==> src/rtl/lif_scheduler.sv <==
`default_nettype none
// ============================================================================
// Module   : lif_scheduler
// Purpose  : Four-neuron leaky-integrate-and-fire update engine. Requests
//            are served round-robin, one update every three cycles
//            (IDLE -> CALC -> WB). Each update applies threshold/refractory
//            rules and a quadratic membrane term, saturated to 8 bits.
// Revision : 1.0 - initial release
// ============================================================================
module lif_scheduler #(
  parameter logic signed [7:0] THRESH  = 8'sd50,
  parameter logic signed [7:0] RESET_V = -8'sd20,
  parameter int unsigned       REFRAC  = 2
) (
  input  logic        clk,
  input  logic        rst_n,
  input  logic [3:0]  req,
  input  logic [31:0] i_syn,
  output logic [3:0]  gnt,
  output logic        spike_valid,
  output logic [1:0]  spike_id,
  output logic [7:0]  v_mem,
  output logic        busy
);

  typedef enum logic [1:0] {
    S_IDLE = 2'd0,
    S_CALC = 2'd1,
    S_WB   = 2'd2
  } state_t;

  state_t r_state;
  state_t w_state_nxt;

  // Per-neuron state
  logic signed [7:0] r_v   [4];
  logic        [1:0] r_ref [4];
  logic        [1:0] r_ptr;

  // Transaction latched at grant time
  logic        [1:0] r_idx;
  logic signed [7:0] r_isyn;

  // Result computed in CALC, committed in WB
  logic signed [7:0] r_next;
  logic        [1:0] r_ref_next;

  // Output registers
  logic              r_spike_valid;
  logic        [1:0] r_spike_id;
  logic signed [7:0] r_v_mem;

  // Arbiter results
  logic        [3:0] w_gnt;
  logic        [1:0] w_gnt_idx;
  logic              w_gnt_any;

  // Datapath
  logic signed [7:0]  w_v_cur;
  logic        [1:0]  w_ref_cur;
  logic signed [15:0] w_v16;
  logic signed [15:0] w_i16;
  logic signed [15:0] w_vs;
  logic signed [15:0] w_sum;
  logic signed [7:0]  w_sat;
  logic signed [7:0]  w_next;
  logic        [1:0]  w_ref_next;
  logic               w_fire;

  // State register
  always_ff @(posedge clk or negedge rst_n) begin
    if (!rst_n) begin
      r_state <= S_IDLE;
    end else begin
      r_state <= w_state_nxt;
    end
  end

  // Next-state logic and round-robin arbitration (grants only in IDLE)
  always_comb begin
    w_state_nxt = r_state;
    w_gnt       = 4'b0000;
    w_gnt_idx   = r_ptr;
    w_gnt_any   = 1'b0;
    case (r_state)
      S_IDLE: begin
        for (int off = 0; off < 4; off++) begin
          logic [1:0] cand;
          cand = r_ptr + 2'(off);
          if (!w_gnt_any && req[cand]) begin
            w_gnt_any = 1'b1;
            w_gnt_idx = cand;
          end
        end
        if (w_gnt_any) begin
          w_gnt[w_gnt_idx] = 1'b1;
          w_state_nxt      = S_CALC;
        end
      end
      S_CALC:  w_state_nxt = S_WB;
      S_WB:    w_state_nxt = S_IDLE;
      default: w_state_nxt = S_IDLE;
    endcase
  end

  // Neuron update rule: fire, hold while refractory, else integrate
  always_comb begin
    w_v_cur    = r_v[r_idx];
    w_ref_cur  = r_ref[r_idx];
    w_v16      = {{8{w_v_cur[7]}}, w_v_cur};
    w_i16      = {{8{r_isyn[7]}}, r_isyn};
    w_vs       = w_v16 >>> 3;
    w_sum      = w_v16 + (w_i16 >>> 2) + (w_vs * w_vs);
    if (w_sum > 16'sd127) begin
      w_sat = 8'sd127;
    end else if (w_sum < -16'sd128) begin
      w_sat = -8'sd128;
    end else begin
      w_sat = w_sum[7:0];
    end
    w_fire     = 1'b0;
    w_next     = w_sat;
    w_ref_next = w_ref_cur;
    if (w_v_cur >= THRESH) begin
      w_fire     = 1'b1;
      w_next     = RESET_V;
      w_ref_next = 2'(REFRAC);
    end else if (w_ref_cur != 2'd0) begin
      w_next     = w_v_cur;
      w_ref_next = w_ref_cur - 2'd1;
    end
  end

  // Latch on grant, compute in CALC, commit neuron state in WB
  always_ff @(posedge clk or negedge rst_n) begin
    if (!rst_n) begin
      for (int k = 0; k < 4; k++) begin
        r_v[k]   <= '0;
        r_ref[k] <= '0;
      end
      r_ptr         <= '0;
      r_idx         <= '0;
      r_isyn        <= '0;
      r_next        <= '0;
      r_ref_next    <= '0;
      r_spike_valid <= 1'b0;
      r_spike_id    <= '0;
      r_v_mem       <= '0;
    end else begin
      r_spike_valid <= 1'b0;
      case (r_state)
        S_IDLE: begin
          if (w_gnt_any) begin
            r_idx  <= w_gnt_idx;
            r_isyn <= i_syn[8*w_gnt_idx +: 8];
          end
        end
        S_CALC: begin
          r_next        <= w_next;
          r_ref_next    <= w_ref_next;
          r_v_mem       <= w_next;
          r_spike_id    <= r_idx;
          r_spike_valid <= w_fire;
        end
        S_WB: begin
          r_v[r_idx]   <= r_next;
          r_ref[r_idx] <= r_ref_next;
          r_ptr        <= r_idx + 2'd1;
        end
        default: ;
      endcase
    end
  end

  // Grant is combinational from IDLE; masked so reset forces it low at once
  assign gnt         = w_gnt & {4{rst_n}};
  assign spike_valid = r_spike_valid;
  assign spike_id    = r_spike_id;
  assign v_mem       = r_v_mem;
  assign busy        = (r_state != S_IDLE);

endmodule
`default_nettype wire

==> config.mk <==
export PLATFORM = sky130hd
export DESIGN_NAME = lif_scheduler
export DESIGN_NICKNAME = d
export VERILOG_FILES = /design/src/rtl/lif_scheduler.sv
export SDC_FILE = /design/constraint.sdc
export NUM_CORES = 1
export LEC_CHECK = 0
export BUFFER_PORTS_ARGS = -buffer_cell sky130_fd_sc_hd__buf_2
export CAP_MARGIN = 20
export CORE_MARGIN = 4
export CORE_UTILIZATION = 40
export DETAILED_ROUTE_END_ITERATION = 10
export MAX_ROUTING_LAYER = met4
export SETUP_SLACK_MARGIN = 0.5
export SLEW_MARGIN = 20
export SYNTH_ARGS = -nofsm -noshare
export SYNTH_HDL_FRONTEND = slang
export SYNTH_SLANG_ARGS = --single-unit
==> constraint.sdc <==
create_clock -name clk -period 9.25 [get_ports clk]
set_clock_uncertainty 0.2 [all_clocks]
set_input_delay 0.925 -clock clk [delete_from_list [all_inputs] [get_ports clk]]
set_output_delay 0.925 -clock clk [all_outputs]
set_load 0.01 [all_outputs]
==> flow_metrics.env, run 1 <==
export IMPL_grtUsageTotal=0.161
export IMPL_synth_area_leader_cell="dfrtp_1"
export IMPL_start_kind="flip-flop"
export IMPL_cts_made_buffers=9
export IMPL_grt_max_degree=68
export IMPL_clock_path_buffers=2
export IMPL_die_height_um=116
export IMPL_yosysWarningCount=0
export IMPL_cp_max_fo=13
export IMPL_drive_gt1_frac=0.266
export IMPL_post_cts_resize_count=0
export IMPL_synth_edf_count=0
export IMPL_synth_adder_area_share=0.189
export IMPL_yosysUniqueCellTypes=55
export IMPL_ys_seq_elements=65
export IMPL_port_buffer_count=45
export IMPL_cts_tree="yes"
export IMPL_rr_worst_depth=16
export IMPL_grt_first_pass_wirelength_mm=16.7
export IMPL_cp_depth=16
export IMPL_max_slew_margin=0.424
export IMPL_setup_viol=0
export IMPL_tightest_slew_ps=858
export IMPL_antenna_found_initial=0
export IMPL_vias_per_cell=5.32
export IMPL_antenna_left=0
export IMPL_min_delay_start="spike_id[1]$_DFFE_PN0P_"
export IMPL_cts_sinks=65
export IMPL_cap_violations=0
export IMPL_nets=562
export IMPL_worstPathCellList="mux4_1 > inv_1 > nor2_1 > fa_1 > inv_1 > fa_1 > fa_1 > fa_1 > inv_1 > ha_1 > a21oi_1 > o32a_1 > a21oi_1 > xnor2_1 > o21ai_1 > o311ai_2"
export IMPL_drt_iter0_drc=150
export IMPL_yosysTopAreaCellShare=0.346
export IMPL_cp_startpoint="r_idx[0]$_DFFE_PN0P_"
export IMPL_path_clk_slew_ps=60
export IMPL_synth_compound_area_frac=0.123
export IMPL_hpwlAfterDp_mm=7.36
export IMPL_num_io_pins=54
export IMPL_crit_top_cell="fa_1"
export IMPL_detail_route_first_pass_iterations=4
export IMPL_r2r_start="r_idx[0]$_DFFE_PN0P_"
export IMPL_overflow=0
export IMPL_drv_slew=0
export IMPL_grt_busiest_layer="met2"
export IMPL_die_w_um=116
export IMPL_root_buffer="clkbuf_16"
export IMPL_rsz0062_at_grt="no"
export IMPL_syn_avg_cell_area_sq_um=11.1
export IMPL_cp_end_kind="flip-flop"
export IMPL_syn_num_nets=517
export IMPL_crit_buf_inv=3
export IMPL_cts_setup_buffers=0
export IMPL_worstPathArrival_ps=7010
export IMPL_cts_max_level=3
export IMPL_nFillCells=1052
export IMPL_use_met3=0.0290
export IMPL_async_flop_share=1.00
export IMPL_met2_usage=0.263
export IMPL_vias=3277
export IMPL_yosys_mux_area_fraction=0.182
export IMPL_wl_mm=9.80
export IMPL_synth_most_common_cell="dfrtp_1"
export IMPL_grt_pass1_vias=3415
export IMPL_cts_hold_fix_buffers=0
export IMPL_fin_setup_tns_ps=0
export IMPL_core_area_sq_mm=0.0115
export IMPL_rows=39
export IMPL_cpLargestDelayFamily="adder cells"
export IMPL_critPathRequiredTime_ps=9270
export IMPL_fin_crit_ps=7000
export IMPL_die_area_sq_mm=0.0135
export IMPL_clkLatencyLatePin_ps=320
export IMPL_fin_crit_sh=0.756
export IMPL_status="complete, no violations"
export IMPL_synthTopCellsByCount="65 x dfrtp_1, 51 x inv_1, 42 x mux2_2"
export IMPL_synth_top_cells_by_area="dfrtp_1 35%, fa_1 11%, mux2_2 10%"
export IMPL_synth_main_ff_cell="dfrtp_1"
export IMPL_yosys_area_share_simple=0.0824
export IMPL_min_path_type="flip-flop to flip-flop"
export IMPL_max_freq_mhz=143
export IMPL_gp_congestion=0.803
export IMPL_yosysSeqAreaShare=0.346
export IMPL_hold_viol_final=0
export IMPL_area_delta_synth_final_pct=14.0
export IMPL_slowest_delay_ps=860
export IMPL_synth_xor_area_frac=0.0205
export IMPL_wl_per_cell_um=15.9
export IMPL_diodes=0
export IMPL_hold_depth=2
export IMPL_synth_top_family_by_area="adder cells"
export IMPL_drcViolationCount=0
export IMPL_syn_cell_area_sq_mm=0.00469
export IMPL_crit_path_top_delay_cell="dfrtp_1"
export IMPL_met1_usage=0.212
export IMPL_synth_cells=423
export IMPL_start_util=0.409
export IMPL_critPathKind="flip-flop to flip-flop"
[sequential cells by signal, indices dropped and copies added, names as in the netlist]
| signal | cells |
|---|---|
| r_idx | 2 |
| r_state | 2 |
| r_ref | 8 |
| spike_valid | 1 |
| r_next | 8 |
| r_v | 32 |
| r_isyn | 6 |
| r_ptr | 2 |
| r_ref_next | 2 |
| spike_id | 2 |
[cells by family after synthesis]
family / Yosys count
xor gates and xnor gates: 11
adders and majority gates: 56
AOI/OAI and AO/OA: 83
muxes: 65
and+or+nand+nor: 78
DFF: 65
buffers and inverters: 65
[tightest hold or removal path, stage by stage (launching register included)]
cell     delay (ps)
dfrtp_1         340
nand2_1          40
o21ai_0          60
[layout make-up]
| cell class | instances | area, sq um | area share |
|---|---|---|---|
| sequential | 65 | 1630 | 0.304 |
| clock inverter | 7 | 78.8 | 0.0147 |
| multi-input combinational | 293 | 2810 | 0.525 |
| timing repair buffer | 47 | 240 | 0.0449 |
| inverter | 52 | 195 | 0.0365 |
| tap | 143 | 179 | 0.0334 |
| clock buffer | 9 | 225 | 0.0421 |
[placed cells by master (no fill, tap or decap), types with 4 or more instances in the layout]
| cell | count |
|---|---|
| o211ai_1 | 4 |
| nor2_1 | 20 |
| nand2_1 | 23 |
| mux4_1 | 7 |
| fa_1 | 25 |
| o22ai_1 | 7 |
| buf_2 | 45 |
| a21o_1 | 9 |
| nand3_1 | 5 |
| mux2i_1 | 13 |
| a211oi_1 | 7 |
| nor3_1 | 5 |
| ha_1 | 31 |
| a21oi_1 | 19 |
| mux2_2 | 42 |
| o21ai_0 | 12 |
| dfrtp_1 | 65 |
| xnor2_1 | 10 |
| nor2b_1 | 6 |
| clkbuf_16 | 9 |
| inv_1 | 51 |
| and2_2 | 5 |
[layer usage]
layer | share of wire | vias up
met5 | 0 | -
met4 | 0.0059 | 0
met3 | 0.041 | 4
met2 | 0.50 | 63
met1 | 0.46 | 1627
li1 | - | 1583
[stage by stage]
stage	util	instance area, sq um	instances	worst slack (ps)	hold slack [ps]
after floorplan	-	4690	423	3490	256
after global placement	0.440	5050	600	2350	264
after detailed placement	0.440	5050	600	2340	278
after CTS	0.467	5350	616	2260	291
after global routing	0.467	5350	616	1860	312
final	0.467	5350	616	2250	283
[final timing paths]
kind / to / slack, ps
hold / removal: spike_id[1]$_DFFE_PN0P_ / 280
hold reg to reg: spike_id[1]$_DFFE_PN0P_ / 280
setup / recovery: r_next[0]$_DFFE_PN0P_ / 2250
min in group asynchronous: r_ref[5]$_DFFE_PN0P_ / 590
max in group asynchronous: r_isyn[7]$_DFFE_PN0P_ / 7750
setup reg to reg: r_next[0]$_DFFE_PN0P_ / 2250
Power of run 1 is not shown: default switching activity piles up to over one toggle a cycle in this logic, so the estimate is an artifact.
==> run 2, diff against run 1 <==
clock period = 6.8 ns   (was 9.25 ns; I/O delays follow)
==> run 2 against run 1 <==
Net effect:
- die area unchanged
- via count about the same
- critical endpoint unchanged
- routed wire length increased by 1.4%
- sequential cell count unchanged
- hold slack got worse by 3.4 ps
==> flow_metrics.env, run 2 (same netlist as run 1, synthesis figures left out) <==
export IMPL_setup_viol=0
export IMPL_worstPathArrival_ps=5950
export IMPL_cts_tree="yes"
export IMPL_diodes=0
export IMPL_wl_mm=9.93
export IMPL_overflow=0
export IMPL_core_area_sq_mm=0.0115
export IMPL_fin_crit_sh=0.872
export IMPL_top_register="r_v"
export IMPL_root_buffer="clkbuf_16"
export IMPL_cts_made_buffers=9
export IMPL_max_freq_mhz=169
export IMPL_start_kind="flip-flop"
export IMPL_start_util=0.409
export IMPL_drcViolationCount=0
export IMPL_status="complete, no violations"
export IMPL_reg_top3="r_v: 32 flops, r_next: 8 flops, r_ref: 8 flops"
export IMPL_cp_max_fo=10
export IMPL_antenna_found_initial=0
export IMPL_area_delta_synth_final_pct=15.8
export IMPL_critPathKind="flip-flop to flip-flop"
export IMPL_cts_sinks=65
export IMPL_critPathRequiredTime_ps=6820
export IMPL_slowest_delay_ps=650
export IMPL_max_slew_margin=0.449
export IMPL_cp_depth=17
export IMPL_grt_max_degree=68
export IMPL_grt_pass1_vias=3481
export IMPL_crit_top_cell="fa_1"
export IMPL_place_ws_ps=734
export IMPL_min_path_type="flip-flop to flip-flop"
export IMPL_vias=3275
export IMPL_fin_crit_ps=5930
export IMPL_die_w_um=116
export IMPL_drv_slew=0
export IMPL_layout_commonest_cell="dfrtp_1"
export IMPL_vias_per_cell=5.27
export IMPL_wl_per_cell_um=16.0
export IMPL_hold_viol_final=0
export IMPL_num_io_pins=54
export IMPL_die_height_um=116
export IMPL_antenna_left=0
export IMPL_crit_path_top_delay_cell="mux4_2"
export IMPL_hold_depth=2
export IMPL_die_area_sq_mm=0.0135
export IMPL_fin_setup_tns_ps=0
export IMPL_cts_max_level=3
export IMPL_gp_congestion=0.828
export IMPL_port_buffer_count=45
export IMPL_hpwlAfterDp_mm=7.57
export IMPL_cp_end_kind="flip-flop"
export IMPL_cap_violations=0
export IMPL_path_clk_slew_ps=60
export IMPL_clkLatencyLatePin_ps=330
export IMPL_cts_hold_fix_buffers=0
export IMPL_crit_buf_inv=4
export IMPL_cpLargestDelayFamily="adder cells"
export IMPL_tightest_slew_ps=827
export IMPL_rr_worst_depth=17
export IMPL_drive_gt1_frac=0.284
export IMPL_rsz0062_at_grt="no"
export IMPL_grtUsageTotal=0.163
export IMPL_largest_reg_flops=32
export IMPL_detail_route_first_pass_iterations=4
export IMPL_worstPathCellList="buf_4 > mux4_2 > and2_2 > fa_1 > inv_1 > fa_1 > fa_1 > fa_1 > inv_1 > ha_1 > nand2_1 > o32a_1 > a21oi_1 > xnor2_1 > buf_4 > a21oi_1 > o311ai_2"
export IMPL_nets=568
export IMPL_clock_path_buffers=2
export IMPL_grt_first_pass_wirelength_mm=17.0
export IMPL_finalWorstSetupSlack_ps=870
export IMPL_drt_iter0_drc=154
export IMPL_rows=39
export IMPL_mostFrequentLayoutCells="65 x dfrtp_1, 51 x inv_1, 45 x buf_2, 42 x mux2_2, 31 x ha_1"
==> run 2: changes by cell type in the layout (fill, tap and decap cells not counted) <==
| cell | delta |
|---|---|
| clkinvlp_4 | -1 |
| a211oi_1 | -1 |
| o21ai_2 | +1 |
| bufinv_16 | +1 |
| buf_4 | +6 |
| a211oi_2 | +1 |
| o21ai_1 | -1 |
| mux4_2 | +2 |
| clkbuf_8 | +2 |
| inv_8 | -1 |
| clkinv_2 | -1 |
| mux4_1 | -2 |
==> run 2: layout make-up <==
type / instances / area, sq um
timing repair buffer: 53 / 285
fill: 1067 / 6030
clock buffer: 11 / 253
sequential: 65 / 1630
inverter: 52 / 195
tap: 143 / 179
clock inverter: 5 / 85.1
multi-input combinational: 293 / 2810
==> run 2: worst min-delay path, cell delays in order, from the launching register on <==
cell and delay, ps:
dfrtp_1 330, nand2_1 40, o21ai_0 60
==> run 2: final timing paths <==
| check | startpoint | endpoint | slack (ps) |
|---|---|---|---|
| min in group asynchronous | rst_n | r_ref[1]$_DFFE_PN0P_ | 330 |
| min reg2reg | spike_id[1]$_DFFE_PN0P_ | spike_id[1]$_DFFE_PN0P_ | 280 |
| min | spike_id[1]$_DFFE_PN0P_ | spike_id[1]$_DFFE_PN0P_ | 280 |
| max in group asynchronous | rst_n | r_state[1]$_DFFE_PN0P_ | 5520 |
| max reg2reg | r_idx[0]$_DFFE_PN0P_ | r_next[0]$_DFFE_PN0P_ | 870 |
| max | r_idx[0]$_DFFE_PN0P_ | r_next[0]$_DFFE_PN0P_ | 870 |
==> run 2: repair_timing <==
action,4_1_cts,5_1_grt
gates resized for setup,0,4
buffers inserted,0,1
endpoints found under the setup margin,0,6
==> run 2: metal layers <==
metal  wire length [um]  GRT usage
met3                342     0.0321
met5                  0          -
met4                 74     0.0387
met2               4940      0.263
met1               4570      0.213
==> run 2: stage by stage <==
stage	hold slack, ps	cells	area (sq um)	util
floorplan	184	423	4690	-
global placement	264	605	5090	0.444
CTS	285	621	5430	0.473
global route	302	622	5430	0.474
detailed placement	273	605	5090	0.444
finish	280	622	5430	0.474
Power of run 2 is left out for the same reason.
